==> config.mk <==
export PLATFORM = sky130hd
export DESIGN_NAME = id_ex_operand_stage
export DESIGN_NICKNAME = d
export VERILOG_FILES = /design/src/rtl/id_ex_operand_stage.sv
export SDC_FILE = /design/constraint.sdc
export NUM_CORES = 1
export LEC_CHECK = 0
export CELL_PAD_IN_SITES_DETAIL_PLACEMENT = 1
export CELL_PAD_IN_SITES_GLOBAL_PLACEMENT = 2
export CORE_ASPECT_RATIO = 1.25
export CORE_MARGIN = 2
export CORE_UTILIZATION = 23
export DETAILED_ROUTE_END_ITERATION = 10
export PLACE_DENSITY = 0.83
export SYNTH_ARGS = -nofsm -noshare
export SYNTH_HDL_FRONTEND = slang
export SYNTH_SLANG_ARGS = --single-unit
==> constraint.sdc <==
create_clock -name CLK -period 2.55 [get_ports CLK]
set_input_delay 0.3825 -clock CLK [delete_from_list [all_inputs] [get_ports CLK]]
set_output_delay 0.3825 -clock CLK [all_outputs]
set_load 0.02 [all_outputs]
==> src/rtl/id_ex_operand_stage.sv <==
// ID/EX operand stage: drives register file read addresses, bypasses results from
// EX/MEM/WB onto the operands, detects load-use hazards and registers the EX slot.
module id_ex_operand_stage #(
    parameter int unsigned XLEN   = 32,
    parameter int unsigned CTRL_W = 8,
    parameter int unsigned CNT_W  = 16
) (
    input  logic              CLK,
    input  logic              RST,
    input  logic              ID_VALID,
    input  logic [4:0]        ID_RS1,
    input  logic [4:0]        ID_RS2,
    input  logic              ID_USE_RS1,
    input  logic              ID_USE_RS2,
    input  logic [4:0]        ID_RD,
    input  logic              ID_REG_WRITE,
    input  logic              ID_MEM_READ,
    input  logic [XLEN-1:0]   ID_IMM,
    input  logic [XLEN-1:0]   ID_PC,
    input  logic [CTRL_W-1:0] ID_CTRL,
    output logic [4:0]        READ_REG_1,
    output logic [4:0]        READ_REG_2,
    input  logic [XLEN-1:0]   RF_DATA_1,
    input  logic [XLEN-1:0]   RF_DATA_2,
    input  logic [XLEN-1:0]   EX_ALU_RESULT,
    input  logic              MEM_REG_WRITE,
    input  logic [4:0]        MEM_RD,
    input  logic [XLEN-1:0]   MEM_DATA,
    input  logic              WB_REG_WRITE,
    input  logic [4:0]        WB_RD,
    input  logic [XLEN-1:0]   WB_DATA,
    input  logic              FLUSH,
    output logic              STALL,
    output logic              EX_VALID,
    output logic              EX_REG_WRITE,
    output logic              EX_MEM_READ,
    output logic [4:0]        EX_RD,
    output logic [XLEN-1:0]   EX_OP_A,
    output logic [XLEN-1:0]   EX_OP_B,
    output logic [XLEN-1:0]   EX_IMM,
    output logic [XLEN-1:0]   EX_PC,
    output logic [CTRL_W-1:0] EX_CTRL,
    output logic [CNT_W-1:0]  STALL_COUNT
);

    logic              ex_valid_q, ex_valid_d;
    logic              ex_reg_write_q, ex_reg_write_d;
    logic              ex_mem_read_q, ex_mem_read_d;
    logic [4:0]        ex_rd_q, ex_rd_d;
    logic [XLEN-1:0]   ex_op_a_q, ex_op_a_d;
    logic [XLEN-1:0]   ex_op_b_q, ex_op_b_d;
    logic [XLEN-1:0]   ex_imm_q, ex_imm_d;
    logic [XLEN-1:0]   ex_pc_q, ex_pc_d;
    logic [CTRL_W-1:0] ex_ctrl_q, ex_ctrl_d;
    logic [CNT_W-1:0]  stall_count_q, stall_count_d;

    logic [XLEN-1:0]   op_a, op_b;
    logic              haz;

    // Bypass priority: youngest producer first. A load in EX has no data yet, so it
    // is excluded here and handled by the hazard stall instead.
    function automatic logic [XLEN-1:0] sel_operand(
        input logic [4:0]      src,
        input logic [XLEN-1:0] rf_data,
        input logic            ex_fwd_ok,
        input logic [4:0]      ex_rd,
        input logic [XLEN-1:0] ex_data,
        input logic            mem_we,
        input logic [4:0]      mem_rd,
        input logic [XLEN-1:0] mem_data,
        input logic            wb_we,
        input logic [4:0]      wb_rd,
        input logic [XLEN-1:0] wb_data
    );
        if (src == 5'd0) begin
            return '0;
        end else if (ex_fwd_ok && ex_rd == src) begin
            return ex_data;
        end else if (mem_we && mem_rd == src) begin
            return mem_data;
        end else if (wb_we && wb_rd == src) begin
            return wb_data;
        end
        return rf_data;
    endfunction

    assign READ_REG_1 = ID_RS1;
    assign READ_REG_2 = ID_RS2;

    // Operand selection and load-use hazard detection.
    always_comb begin
        logic ex_fwd_ok;
        ex_fwd_ok = ex_valid_q & ex_reg_write_q & ~ex_mem_read_q;
        op_a = sel_operand(ID_RS1, RF_DATA_1, ex_fwd_ok, ex_rd_q, EX_ALU_RESULT,
                           MEM_REG_WRITE, MEM_RD, MEM_DATA, WB_REG_WRITE, WB_RD, WB_DATA);
        op_b = sel_operand(ID_RS2, RF_DATA_2, ex_fwd_ok, ex_rd_q, EX_ALU_RESULT,
                           MEM_REG_WRITE, MEM_RD, MEM_DATA, WB_REG_WRITE, WB_RD, WB_DATA);
        haz  = ID_VALID & ex_valid_q & ex_mem_read_q & (ex_rd_q != 5'd0) &
               ((ID_USE_RS1 & (ID_RS1 == ex_rd_q)) | (ID_USE_RS2 & (ID_RS2 == ex_rd_q)));
    end

    assign STALL = haz & ~FLUSH;

    // Next EX slot: bubble on flush or hazard, otherwise latch the decode slot.
    always_comb begin
        ex_valid_d     = ex_valid_q;
        ex_reg_write_d = ex_reg_write_q;
        ex_mem_read_d  = ex_mem_read_q;
        ex_rd_d        = ex_rd_q;
        ex_op_a_d      = ex_op_a_q;
        ex_op_b_d      = ex_op_b_q;
        ex_imm_d       = ex_imm_q;
        ex_pc_d        = ex_pc_q;
        ex_ctrl_d      = ex_ctrl_q;
        stall_count_d  = stall_count_q;
        if (FLUSH || haz) begin
            // Data fields keep their old values; only the control bits are killed.
            ex_valid_d     = 1'b0;
            ex_reg_write_d = 1'b0;
            ex_mem_read_d  = 1'b0;
            if (!FLUSH && stall_count_q != {CNT_W{1'b1}}) begin
                stall_count_d = stall_count_q + 1'b1;
            end
        end else begin
            ex_valid_d     = ID_VALID;
            ex_reg_write_d = ID_REG_WRITE & ID_VALID;
            ex_mem_read_d  = ID_MEM_READ & ID_VALID;
            ex_rd_d        = ID_RD;
            ex_op_a_d      = op_a;
            ex_op_b_d      = op_b;
            ex_imm_d       = ID_IMM;
            ex_pc_d        = ID_PC;
            ex_ctrl_d      = ID_CTRL;
        end
    end

    // EX pipeline register and stall counter.
    always_ff @(posedge CLK or negedge RST) begin
        if (!RST) begin
            ex_valid_q     <= 1'b0;
            ex_reg_write_q <= 1'b0;
            ex_mem_read_q  <= 1'b0;
            ex_rd_q        <= '0;
            ex_op_a_q      <= '0;
            ex_op_b_q      <= '0;
            ex_imm_q       <= '0;
            ex_pc_q        <= '0;
            ex_ctrl_q      <= '0;
            stall_count_q  <= '0;
        end else begin
            ex_valid_q     <= ex_valid_d;
            ex_reg_write_q <= ex_reg_write_d;
            ex_mem_read_q  <= ex_mem_read_d;
            ex_rd_q        <= ex_rd_d;
            ex_op_a_q      <= ex_op_a_d;
            ex_op_b_q      <= ex_op_b_d;
            ex_imm_q       <= ex_imm_d;
            ex_pc_q        <= ex_pc_d;
            ex_ctrl_q      <= ex_ctrl_d;
            stall_count_q  <= stall_count_d;
        end
    end

    assign EX_VALID     = ex_valid_q;
    assign EX_REG_WRITE = ex_reg_write_q;
    assign EX_MEM_READ  = ex_mem_read_q;
    assign EX_RD        = ex_rd_q;
    assign EX_OP_A      = ex_op_a_q;
    assign EX_OP_B      = ex_op_b_q;
    assign EX_IMM       = ex_imm_q;
    assign EX_PC        = ex_pc_q;
    assign EX_CTRL      = ex_ctrl_q;
    assign STALL_COUNT  = stall_count_q;

endmodule
# --- Word-level counts from Yosys, hierarchy flattened ---
# Cells that the tools add are included.
# Widths: inputs -> output; s select.
op_classes:
  bitwise: 14
  add_sub_neg: 1
  eq_ne: 9
  n_reduce_logical: 13
  muxes: 21
ops:
  columns: ["operator", "n"]
  rows:
  - ["$mux 32", 10]
  - ["$eq 5x5->1", 8]
  - ["$add 16x1->16 const B", 1]
  - ["$ne 16x16->1 const B", 1]
  - ["$and 1x1->1", 11]
  - ["$mux 1", 11]
  - ["$logic_not 5->1", 2]
  - ["$logic_and 1x1->1", 7]
  - ["$reduce_bool 5->1", 1]
  - ["$not 1->1", 2]
  - ["$reduce_and 2->1", 1]
  - ["$logic_not 1->1", 1]
  - ["$logic_or 1x1->1", 1]
  - ["$or 1x1->1", 1]
word_totals:
  reg_bits: 160
  output_inout_bits: 171

# --- Logic depth before layout (Yosys ltp) ---
depth:
  word_depth: 7
  ltp_mapped: 9
  depth_no_buf: 7

# --- Worst setup path after synthesis ---
# OpenSTA, ideal clock, no wires.
synth_path:
  path_kind: "register to register"
  start: "register ex_rd_q[3] (netlist: EX_RD[3])"
  end: "register ex_op_b_q[0] (netlist: EX_OP_B[0])"
  path_stages_with_launch: 9
  n_path_buf: 2
  synth_period_minus_slack_ps: 1967
  setup_slack_ps: 583
  t_arrival_ps: 1885
  required_ps: 2468
  setup_ps: 82
  path_cell_list: "dfrtp_1 > xnor2_1 > nand3_1 > nor3_4 > buf_4 > buf_6 > a21oi_1 > a221o_1 > a31oi_1"
synth_via:
  elab_chain_cells: 5
  word_cells_on_any_way: 16
  cone_classes: "eq/ne (3); mux (5); bitwise (5); reduce/logical (3)"
synth_lines:
  columns: ["item", "line", "source"]
  rows:
  - ["start: declaration", "49", "logic [4:0] ex_rd_q, ex_rd_d;"]
  - ["start signal: assignment", "154", "ex_rd_q <= ex_rd_d;"]
  - ["$eq 5x5->1 (on tied branches)", "77, 99", null]
  - ["$logic_and 1x1->1 or $and 1x1->1 (tied branches)", "77, 99", null]
  - ["$mux 32 (tied with other cells)", "77", "end else if (ex_fwd_ok && ex_rd == src) begin"]
  - ["$mux 32 (tied with other cells)", "75", "if (src == 5'd0) begin"]
  - ["$mux 32 or $logic_or 1x1->1 (tied branches)", "84, 116", null]
  - ["end signal: assignment", "156", "ex_op_b_q <= ex_op_b_d;"]
  - ["end: declaration", "51", "logic [XLEN-1:0] ex_op_b_q, ex_op_b_d;"]
# Parallel ways exist; a longest one is shown, timed or not.
# A chain may end at the register's enable or synchronous reset.

# --- Final worst setup path ---
layout_path:
  start: "register ex_rd_q[1] (netlist: EX_RD[1])"
  end: "output port STALL"
layout_via:
  elab_chain_cells: 5
  word_cells_on_any_way: 9
  cone_classes: "eq/ne (2); bitwise (6); reduce/logical (1)"
layout_lines:
  columns: ["item", "line", "source"]
  rows:
  - ["$eq 5x5->1", "99", "((ID_USE_RS1 & (ID_RS1 == ex_rd_q)) | (ID_USE_RS2 & (ID_RS2 == ex_rd_q)));"]
  - ["$and 1x1->1", "99", null]
  - ["$or 1x1->1", "99", null]
  - ["$and 1x1->1 (*)", "98", "haz = ID_VALID & ex_valid_q & ex_mem_read_q & (ex_rd_q != 5'd0) &"]
  - ["$and 1x1->1 (*)", "102", "assign STALL = haz & ~FLUSH;"]
  - ["end: declaration", "33", "output logic STALL,"]
# Every way passes the cells marked *; elsewhere a longest branch is shown, timed or not.

==> results.txt <==
The number of nets in the synthesized netlist is 1120. The placed cell count came out at 1772. The worst setup path is launched from a flop. The flow ran to the end, and the final reports show no timing, DRC or antenna violations. The global-route wire length before repair came out at 57.7 mm. The most instantiated library cell after synthesis is sky130_fd_sc_hd__dfrtp_1.

The cell area power density is 521 mW/mm². The number of distinct library cells after synthesis is 41. The largest individual stage delay along the critical path comes from the cell sky130_fd_sc_hd__dfrtp_1. The area fraction of the dominant cell type after synthesis came out at 0.474. Port buffering added 437 buffers.

The die is 175 µm wide. The remaining max-slew budget at the tightest pin is 0.696. The number of fillers in the final layout came out at 4070. The instance area at placement is 0.0139 mm². TritonCTS built the clock tree. The cell count after synthesis came out at 852. The count of pins on the block boundary is 438. The maximum resistive drop on vdd came out at 439 µV.

The DRC violation count after routing is 0. The final max-slew violation count is 0. At the pin with the least slew margin, the transition time is 0.456 ns. The growth of design area from synthesis to finish is 72.4%. The area of all placed cells without fillers is 0.0146 mm². The number of antenna violations at the first check in global routing was 11.

The core footprint came out at 0.0362 mm². Counting instances in the post-synthesis netlist gives the leading cell types as sky130_fd_sc_hd__dfrtp_1 (160), sky130_fd_sc_hd__nand2_1 (136), sky130_fd_sc_hd__mux2_2 (91). Of the cells placed in the final design, the portion with a size suffix greater than 1 is 0.158.

In this run the worst hold path is classified as primary input to async pin. The number of nets in the layout came out at 1580. In this design, the stage delay of the slowest critical-path cell is 0.46 ns. The global-route usage over all layers is 0.203. The worst path arrival time came out at 1.96 ns. After the flow finishes, the layout carries non-filler instances totaling 1815.

The async set or reset register ratio after synthesis is 1.00. The worst hold margin is 0.389 ns. The TritonCTS buffer count is 17. In the routed layout, each cell is associated on average with a via count of 4.65. The count of final hold-check violations is 0. The routed design has 39.2 mm of wire.

The count of buffering cells on the critical path with inverters included is 1. The final weighted congestion in routability-driven placement is 0.857. The site row count came out at 78. The static leakage came out at 5.95 nW. Data on the critical path is required at its endpoint by 2.17 ns. The number of setup violations in the final report is 0. Subtracting the final worst setup slack from the clock period gives 2.34 ns. The deepest level of the CTS H-tree is 4.

Ranked by total cell area, the synthesized netlist is headed by sky130_fd_sc_hd__dfrtp_1 (47%), sky130_fd_sc_hd__mux2_2 (12%), sky130_fd_sc_hd__nand2_1 (6.0%). The number of global-route vias before repair is 9285. Setup repair after global routing left no endpoint under its margin. The clock-pin slew reported for the worst setup and hold paths after clock tree synthesis is 0.08 ns.

The post-route clock period utilization is 0.917. The first detailed-routing pass took 5 iterations. Among cell families on the critical path, the largest total delay comes from flip-flops. In the synthesized netlist the dominant register cell turns out to be sky130_fd_sc_hd__dfrtp_1. Yosys printed 0 warnings. The floorplan die height came out at 218 µm. The count of routing violations after the opening detailed-route iteration is 315. The routed length per instance came out at 21.6 µm.

The number of enable-type register cells in the synthesized netlist came out at 0. Between clock sinks in the finished design, the worst skew comes to 0.0138 ns. The portion of the post-synthesis area used by sequential elements came out at 0.474. The critical path is of the flop to output pin type. The clock insertion delay at the later pin of the skew report is 0.45 ns.

After routing, the total negative slack on setup checks comes to 0 ns. The register bit count reported by yosys came out at 160. The initial core utilization is 0.233. The remaining number of nets flagged by the antenna check after routing is 0.

The die area came out at 0.0383 mm². The clock drives 160 sinks. The root buffer cell chosen for the clock tree is sky130_fd_sc_hd__clkbuf_16.

The buffer levels on the longest clock path is 2. The kind of end point of the critical path is an output pin. The signal on the critical path passes through xnor2_1 > nand3_1 > o22ai_1 > nand2_1 > nor2_1 > clkdlybuf4s15_1. The synthesized design spends more area on one cell type than any other, namely sky130_fd_sc_hd__dfrtp_1. The peak fanout along the critical path came out at 5. The routed layout has 8440 vias. The maximum clock frequency came out at 0.428 GHz. The maximum number of pins on one net before global-route repair came out at 62. Max-cap violations in this run came to 0. The mapped cell area is 0.00845 mm². The detailed placer's ending HPWL came out at 30.4 mm. The overflow left after global routing came out at 0. The mean area per synthesized cell came out at 9.91 µm².
==> cells in the final DEF (no fill, tap or decap), types with 2 or more instances in the layout <==
master / instances
sky130_fd_sc_hd__clkdlybuf4s50_1: 435
sky130_fd_sc_hd__dfrtp_1: 159
sky130_fd_sc_hd__nand2_1: 136
sky130_fd_sc_hd__mux2_2: 91
sky130_fd_sc_hd__nor2_1: 75
sky130_fd_sc_hd__a31oi_1: 64
sky130_fd_sc_hd__buf_4: 48
sky130_fd_sc_hd__inv_1: 38
sky130_fd_sc_hd__a21oi_1: 33
sky130_fd_sc_hd__a221o_1: 31
sky130_fd_sc_hd__o211ai_1: 31
sky130_fd_sc_hd__xnor2_1: 24
sky130_fd_sc_hd__buf_12: 24
sky130_fd_sc_hd__xor2_1: 20
sky130_fd_sc_hd__mux2_1: 17
sky130_fd_sc_hd__clkbuf_16: 17
sky130_fd_sc_hd__nand3_1: 12
sky130_fd_sc_hd__diode_2: 10
sky130_fd_sc_hd__nor3_1: 8
sky130_fd_sc_hd__nor4_1: 7
sky130_fd_sc_hd__nand4_1: 6
sky130_fd_sc_hd__and3_1: 4
sky130_fd_sc_hd__inv_6: 4
sky130_fd_sc_hd__inv_8: 4
sky130_fd_sc_hd__clkinvlp_4: 3
sky130_fd_sc_hd__nor3_4: 2
sky130_fd_sc_hd__nor2_4: 2
sky130_fd_sc_hd__or2_2: 2
sky130_fd_sc_hd__o21ai_0: 2
sky130_fd_sc_hd__clkinv_2: 2
sky130_fd_sc_hd__clkinv_8: 2
==> worst paths after layout <==
| path | start | end | slack [ns] | cells after the start |
|---|---|---|---|---|
| worst max-delay path | EX_RD[1] | STALL | 0.21 | 6 |
| worst min-delay path | RST | EX_OP_B[14] | 0.39 | 2 |
| max in group asynchronous | RST | EX_IMM[6] | 1.34 | 3 |
| worst max register to register | EX_RD[1] | EX_OP_B[15] | 0.32 | 9 |
| min in group CLK | RF_DATA_2[8] | EX_OP_B[8] | 0.49 | 3 |
| worst min register to register | STALL_COUNT[13] | STALL_COUNT[13] | 0.49 | 1 |
==> flip-flops by register name, summed over array words and instances (netlist names) <==
name          count
EX_OP_B          32
EX_CTRL           8
EX_MEM_READ       1
STALL_COUNT      16
EX_OP_A          32
EX_REG_WRITE      1
EX_VALID          1
EX_RD             5
EX_PC            32
EX_IMM           32
==> report_power, final <==
part           switching [W]  internal [W]
sequential          0.000158       0.00277
combinational       0.000945       0.00112
clock                0.00129       0.00130
==> cell type report <==
cell class / count / area [µm²] / area share
clock buffers: 17 / 425 / 0.0292
multi-input cells: 585 / 3990 / 0.274
well taps: 480 / 601 / 0.0412
flip-flops and latches: 160 / 4010 / 0.275
repair buffers: 510 / 5230 / 0.359
diodes: 10 / 25.0 / 0.00172
inverters: 38 / 143 / 0.00979
clock inverters: 15 / 145 / 0.00997
==> worst reg2reg max path, stage by stage, from the launching register on <==
cell and delay, ns:
sky130_fd_sc_hd__dfrtp_1 0.46, sky130_fd_sc_hd__xnor2_1 0.20, sky130_fd_sc_hd__nand3_1 0.13, sky130_fd_sc_hd__buf_4 0.16, sky130_fd_sc_hd__nor3_4 0.20, sky130_fd_sc_hd__buf_12 0.19
sky130_fd_sc_hd__buf_12 0.20, sky130_fd_sc_hd__a21oi_1 0.06, sky130_fd_sc_hd__a221o_1 0.35, sky130_fd_sc_hd__a31oi_1 0.18
==> kinds of logic (layout without fill, tap and decap cells) <==
| logic type | after synthesis | in the layout | synth area share |
|---|---|---|---|
| other cells | 0 | 10 | 0 |
| mux | 108 | 108 | 0.144 |
| buf+inv | 107 | 580 | 0.0606 |
| fa+ha+maj | 1 | 1 | 0.00148 |
| flops | 160 | 160 | 0.474 |
| simple gates | 262 | 262 | 0.134 |
| xor+xnor | 45 | 45 | 0.0467 |
| compound gates | 169 | 169 | 0.140 |
==> routing by layer <==
metal	wire (µm)	GRT usage	up-vias	part of all wire
met5	13	0	-	0.00033
met1	15800	0.241	4174	0.40
li1	-	-	3924	-
met2	19800	0.344	264	0.51
met3	1950	0.0414	76	0.050
met4	1610	0.105	2	0.041
==> repair_timing <==
item                       in CTS  in global routing
hold endpoints to repair       25                  0
resized for setup               1                  3
setup endpoints to repair       1                  1
pin swaps                       0                  0
setup buffers                   0                  0
hold buffers                    1                  0
gates cloned                    0                  0
==> metrics by stage <==
stage | setup WS, ns | power, W | utilization
6_report | 0.212 | 0.00758 | 0.402
5_1_grt | 0.0102 | 0.00792 | 0.402
4_1_cts | 0.0873 | 0.00769 | 0.401
3_5_place_dp | -0.180 | 0.00506 | 0.385
3_3_place_gp | -0.103 | 0.00501 | 0.385
2_1_floorplan | 0.583 | 0.00374 | -
(Power assumes the default switching activity.)
